<file path="src/rtl/lidar_packet_tx.sv">
// Serializes a lidar scan packet (AA 55 CT LSN FSA LSA CS samples) onto a byte UART.
// First tx_start 1+LSN cycles after an accepted start; then one byte per tx_done handshake.
module lidar_packet_tx #(
    parameter int MAX_SAMPLES = 16
) (
    input  logic                           clk_in,
    input  logic                           rst_in,
    input  logic                           pkt_start_in,
    input  logic [7:0]                     ct_in,
    input  logic [7:0]                     lsn_in,
    input  logic [14:0]                    fsa_in,
    input  logic [14:0]                    lsa_in,
    input  logic                           sample_we_in,
    input  logic [$clog2(MAX_SAMPLES)-1:0] sample_addr_in,
    input  logic [15:0]                    sample_data_in,
    input  logic                           tx_done,
    output logic [7:0]                     tx_data,
    output logic                           tx_start,
    output logic                           busy_out,
    output logic                           pkt_done_out,
    output logic                           error_out
);
    localparam int AW = $clog2(MAX_SAMPLES);
    localparam int CW = $clog2(2 * MAX_SAMPLES + 11);

    typedef enum logic [2:0] {IDLE, CALC, SEND, WAIT, DONE} state_t;

    state_t        state;
    logic [15:0]   mem [MAX_SAMPLES];
    logic [7:0]    ct_q;
    logic [7:0]    lsn_q;
    logic [15:0]   fsa_w;
    logic [15:0]   lsa_w;
    logic [15:0]   cs;
    logic [7:0]    calc_idx;
    logic [CW-1:0] byte_idx;
    logic [CW-1:0] sel_idx;
    logic [CW-1:0] last_idx;
    logic [AW-1:0] word_idx;
    logic [15:0]   samp;
    logic [7:0]    nxt_byte;

    // Buffer is deliberately not reset so samples survive across packets and resets.
    always_ff @(posedge clk_in) begin
        if (sample_we_in && !busy_out) begin
            mem[sample_addr_in] <= sample_data_in;
        end
    end

    assign last_idx = CW'(16'd9 + {7'd0, lsn_q, 1'b0});

    // Byte to load on the next SEND: index 0 when leaving CALC, else the one after the current.
    always_comb begin
        sel_idx  = (state == CALC) ? '0 : byte_idx + CW'(1);
        word_idx = AW'((sel_idx - CW'(10)) >> 1);
        samp     = mem[word_idx];
        case (sel_idx)
            CW'(0):  nxt_byte = 8'hAA;
            CW'(1):  nxt_byte = 8'h55;
            CW'(2):  nxt_byte = ct_q;
            CW'(3):  nxt_byte = lsn_q;
            CW'(4):  nxt_byte = fsa_w[7:0];
            CW'(5):  nxt_byte = fsa_w[15:8];
            CW'(6):  nxt_byte = lsa_w[7:0];
            CW'(7):  nxt_byte = lsa_w[15:8];
            CW'(8):  nxt_byte = cs[7:0];
            CW'(9):  nxt_byte = cs[15:8];
            default: nxt_byte = sel_idx[0] ? samp[15:8] : samp[7:0];
        endcase
    end

    always_ff @(posedge clk_in) begin
        if (rst_in) begin
            state        <= IDLE;
            tx_data      <= 8'd0;
            tx_start     <= 1'b0;
            busy_out     <= 1'b0;
            pkt_done_out <= 1'b0;
            error_out    <= 1'b0;
            ct_q         <= 8'd0;
            lsn_q        <= 8'd0;
            fsa_w        <= 16'd0;
            lsa_w        <= 16'd0;
            cs           <= 16'd0;
            calc_idx     <= 8'd0;
            byte_idx     <= '0;
        end else begin
            tx_start     <= 1'b0;
            pkt_done_out <= 1'b0;
            error_out    <= 1'b0;
            case (state)
                IDLE: begin
                    if (pkt_start_in) begin
                        if (lsn_in == 8'd0 || 32'(lsn_in) > MAX_SAMPLES) begin
                            error_out <= 1'b1;
                        end else begin
                            ct_q     <= ct_in;
                            lsn_q    <= lsn_in;
                            fsa_w    <= {fsa_in, 1'b1};
                            lsa_w    <= {lsa_in, 1'b1};
                            cs       <= 16'h55AA ^ {fsa_in, 1'b1} ^ {lsn_in, ct_in} ^ {lsa_in, 1'b1};
                            calc_idx <= 8'd0;
                            busy_out <= 1'b1;
                            state    <= CALC;
                        end
                    end
                end
                CALC: begin
                    cs       <= cs ^ mem[calc_idx[AW-1:0]];
                    calc_idx <= calc_idx + 8'd1;
                    if (calc_idx == lsn_q - 8'd1) begin
                        tx_start <= 1'b1;
                        tx_data  <= nxt_byte;
                        byte_idx <= '0;
                        state    <= SEND;
                    end
                end
                SEND: state <= WAIT;
                WAIT: begin
                    if (tx_done) begin
                        if (byte_idx == last_idx) begin
                            pkt_done_out <= 1'b1;
                            busy_out     <= 1'b0;
                            state        <= DONE;
                        end else begin
                            tx_start <= 1'b1;
                            tx_data  <= nxt_byte;
                            byte_idx <= sel_idx;
                            state    <= SEND;
                        end
                    end
                end
                DONE:    state <= IDLE;
                default: state <= IDLE;
            endcase
        end
    end
endmodule

</file>
<file path="config.mk">
export PLATFORM = sky130hd
export DESIGN_NAME = lidar_packet_tx
export DESIGN_NICKNAME = d
export VERILOG_FILES = /design/src/rtl/lidar_packet_tx.sv
export SDC_FILE = /design/constraint.sdc
export NUM_CORES = 1
export LEC_CHECK = 0
export CAP_MARGIN = 15
export CORE_MARGIN = 5
export CORE_UTILIZATION = 35
export DETAILED_ROUTE_END_ITERATION = 8
export SYNTH_ARGS = -nofsm -noshare
export SYNTH_HDL_FRONTEND = slang
export SYNTH_SLANG_ARGS = --single-unit
</file>
<file path="constraint.sdc">
create_clock -name clk_in -period 4.2 [get_ports clk_in]
set_input_delay 0.42 -clock clk_in [delete_from_list [all_inputs] [get_ports clk_in]]
set_output_delay 0.42 -clock clk_in [all_outputs]
set_load 0.02 [all_outputs]
</file>
==> impl_metrics.ini <==
[logic_synthesis]
yosysWarnings = 0
synth-edff-count = 256
synth_area_mm2 = 0.0169
synthDominantCellAreaShare_pct = 45.5
synth_area_leaders = edfxtp_1 (45%), mux4_2 (19%), dfxtp_1 (11%), nand2_1 (4.1%), xnor2_1 (1.9%)
synthCells = 1230
yosysUniqueCellTypes = 66
yosysTopAreaCell = edfxtp_1
syn_nets = 1307
ys_ff_latch = 352
seq_area_frac_synth_pct = 56.8
ys_async_sr_fraction_pct = 0
ys.flop_type = edfxtp_1
synth_area_per_cell_um2 = 13.7

[cells_and_area]
area_growth_pct = 17.2
utilization_pct = 41.5
fillCellCount = 4312
multi_input_area_mm2 = 0.00693
nets = 1384
regArea_mm2 = 0.00962
design_area_mm2 = 0.0198
drive_above_1_share_pct = 20.8
layout.cells.non_filler = 1949

[power_and_ir_drop]
peakVddDrop_uv = 233
power-per-cell-area_mw_per_mm2 = 382
p_leak_nw = 6.07
total_power_mw = 7.58

[sta]
fin_crit_sh_pct = 81.5
finalSetupViolCount = 0
setup_tns_ns = 0
holdWs_ns = 0.455
max_slew_margin_pct = 32.9
finalWorstSetupSlack_ns = 0.777
worst_pin_slew_ns = 1.00
skew_ns = 0.0197
fmax_mhz = 292
grt_setup_unrepaired = no
hold_viol = 0
slew_violations = 0
fin_crit_ns = 3.42

[run]
max_cap_viol_count = 0

[cts]
htree_levels = 2
insertion_delay_ns = 0.56
numCtsBuffers = 39
ctsResizeCount = 0
cts_tree = yes
cts.clk_slew.worst_paths_ns = 0.06
cts_root_buf = clkbuf_16
post_cts_buffers = 0
cts_sinks = 352
cts_hold_buf = 0
clk_path_buf_depth = 3

[floorplan]
die_h_um = 230
core_area_mm2 = 0.0477
dieArea_mm2 = 0.0528
rows = 80
ios = 83
initial_utilization_pct = 35.4
die_w_um = 230

[drt]
antenna_left = 0
drt_wl_total_mm = 47.4
drt_iter0_markers = 1165
num_vias = 11100
avgViaCountPerCell = 5.71
wl_per_cell_um = 24.3
drtPass1Iterations = 5
drc = 0

[min_path]
min_to = lsa_w[9]
holdPathStages = 2
min_path_type = register to register
min_from = lsa_w[9]

[worst_setup_path]
path_max_fanout = 19
r2r_slack_ns = 0.78
critPathCaptureType = register
worst-setup-path-type = register to register
required_ns = 4.67
r2r-start = byte_idx[1]
worst_r2r_path_depth = 11
arrival_ns = 3.89
start_kind = register
timing.rr.end = tx_data[3]

[grt]
overflow = 0
track_usage_pct = 17.7
grt_max_degree = 66
antenna_found_initial = 2
first_global_vias = 11000
grt_pass1_wl_mm = 71.6

[placement]
dp_hpwl_mm = 31.2
port_buffers = 82
dpl_cell_area_mm2 = 0.0185
dp.cells = 1881
place.gp.congestion = 0.849
place_ws_ns = 0.847

[status]
status = finished clean
==> synth_stat cells, types with 2 or more instances <==
cell and number:
nor4_2 2, nand3_1 10, a211oi_1 5, edfxtp_1 256, clkbuf_1 55, a21bo_2 2, and3_1 4, inv_1 14
xor2_1 21, a31o_2 2, and4_1 4, nand4b_1 2, buf_2 17, o31a_1 3, a22oi_1 37, a41oi_1 5
nor2_1 75, buf_1 7, ha_1 6, nor3b_1 2, a31oi_1 7, xnor2_1 37, nor2b_1 3, a32oi_1 5
nand2b_1 11, o22ai_1 7, mux4_1 4, dfxtp_1 96, nor4b_1 2, buf_6 2, a22o_1 3, nor3_1 11
a221oi_1 2, and2_1 8, mux4_2 140, mux2i_1 9, nand2_1 185, o21ai_0 42, or3_1 4, o221a_2 2
a21oi_1 60, buf_4 7, nand4_1 31
==> how the worst max path moves through the flow <==
stage	cells after the start	from	slack, ns	endpoint
after floorplan	14	byte_idx[0]	0.82	tx_data[2]
after global placement	11	byte_idx[1]	1.00	tx_data[5]
after detailed placement	11	byte_idx[1]	0.85	tx_data[2]
after CTS	11	byte_idx[1]	0.84	tx_data[2]
after global routing	11	byte_idx[1]	0.53	tx_data[2]
final	11	byte_idx[1]	0.78	tx_data[3]
==> cell type report <==
cell class	count	share of cell area [%]
flip-flops and latches	352	48.5
multi-input cells	776	35.0
repair buffers	124	5.96
clock buffers	51	5.25
well taps	615	3.88
clock inverters	15	1.11
inverters	14	0.265
diodes	2	0.0253
==> critical path, cell delays in order (launching register included) <==
cell and delay, ns:
dfxtp_1 0.55, ha_1 0.39, xnor2_1 0.16, nor2_1 0.16, inv_1 0.08, ha_2 0.22, xnor2_2 0.79, buf_4 0.34
nand2_1 0.07, a41oi_1 0.20, nand4_1 0.13, a32oi_1 0.22
==> routing by layer <==
layer | share of wire, % | global-route usage [%] | vias up
met1 | 43 | 24.6 | 5643
met2 | 47 | 28.3 | 488
li1 | - | - | 4929
met4 | 2.7 | 5.40 | 2
met3 | 7.6 | 3.55 | 76
met5 | 0.023 | 0 | -
==> report_power, final <==
| group | total (mW) | internal, mW | switching (mW) | leakage (nW) |
|---|---|---|---|---|
| combinational | 0.350 | 0.155 | 0.195 | 2.38 |
| clock | 3.43 | 2.06 | 1.37 | 0.609 |
| sequential | 3.80 | 3.77 | 0.0272 | 3.09 |
| total | 7.58 | 5.98 | 1.60 | 6.07 |
==> sequential cells by signal, indices dropped and copies added, names as in the netlist, named ones only <==
| register | count |
|---|---|
| error_out | 1 |
| pkt_done_out | 1 |
| calc_idx | 8 |
| busy_out | 1 |
| lsn_q | 8 |
| cs | 16 |
| tx_data | 8 |
| tx_start | 1 |
| state | 3 |
| mem | 256 |
| lsa_w | 15 |
| ct_q | 8 |
| fsa_w | 16 |
| byte_idx | 6 |
==> placed cells by master (no fill, tap or decap), types with 6 or more instances in the layout <==
master           netlist  final
a31oi_1                7      7
edfxtp_1             256    256
dfxtp_1               96     93
nor3_2                 1      6
xnor2_1               37     36
nand3_1               10     10
mux2i_1                9      9
clkdlybuf4s50_1        0     81
a21oi_1               60     60
inv_1                 14     14
nor2_2                 1     13
a22oi_1               37     37
clkbuf_1              55     10
o21ai_0               42     42
xor2_1                21     20
buf_4                  7     38
nor3_1                11      6
o22ai_1                7      7
clkbuf_16              0     39
nand2b_1              11     11
nand4_1               31     31
and2_1                 8      8
nor2_1                75     63
nand2_1              185    185
mux4_2               140    140
==> kinds of logic after synthesis <==
group	count (synthesis)	synth area share (%)
adders and majority gates	6	0.444
AOI/OAI and AO/OA	191	7.15
buffers and inverters	102	2.63
muxes	154	19.9
xor gates and xnor gates	58	3.00
DFF	352	56.8
and+or+nand+nor	367	10.1
Power figures use the tool's default switching activity.
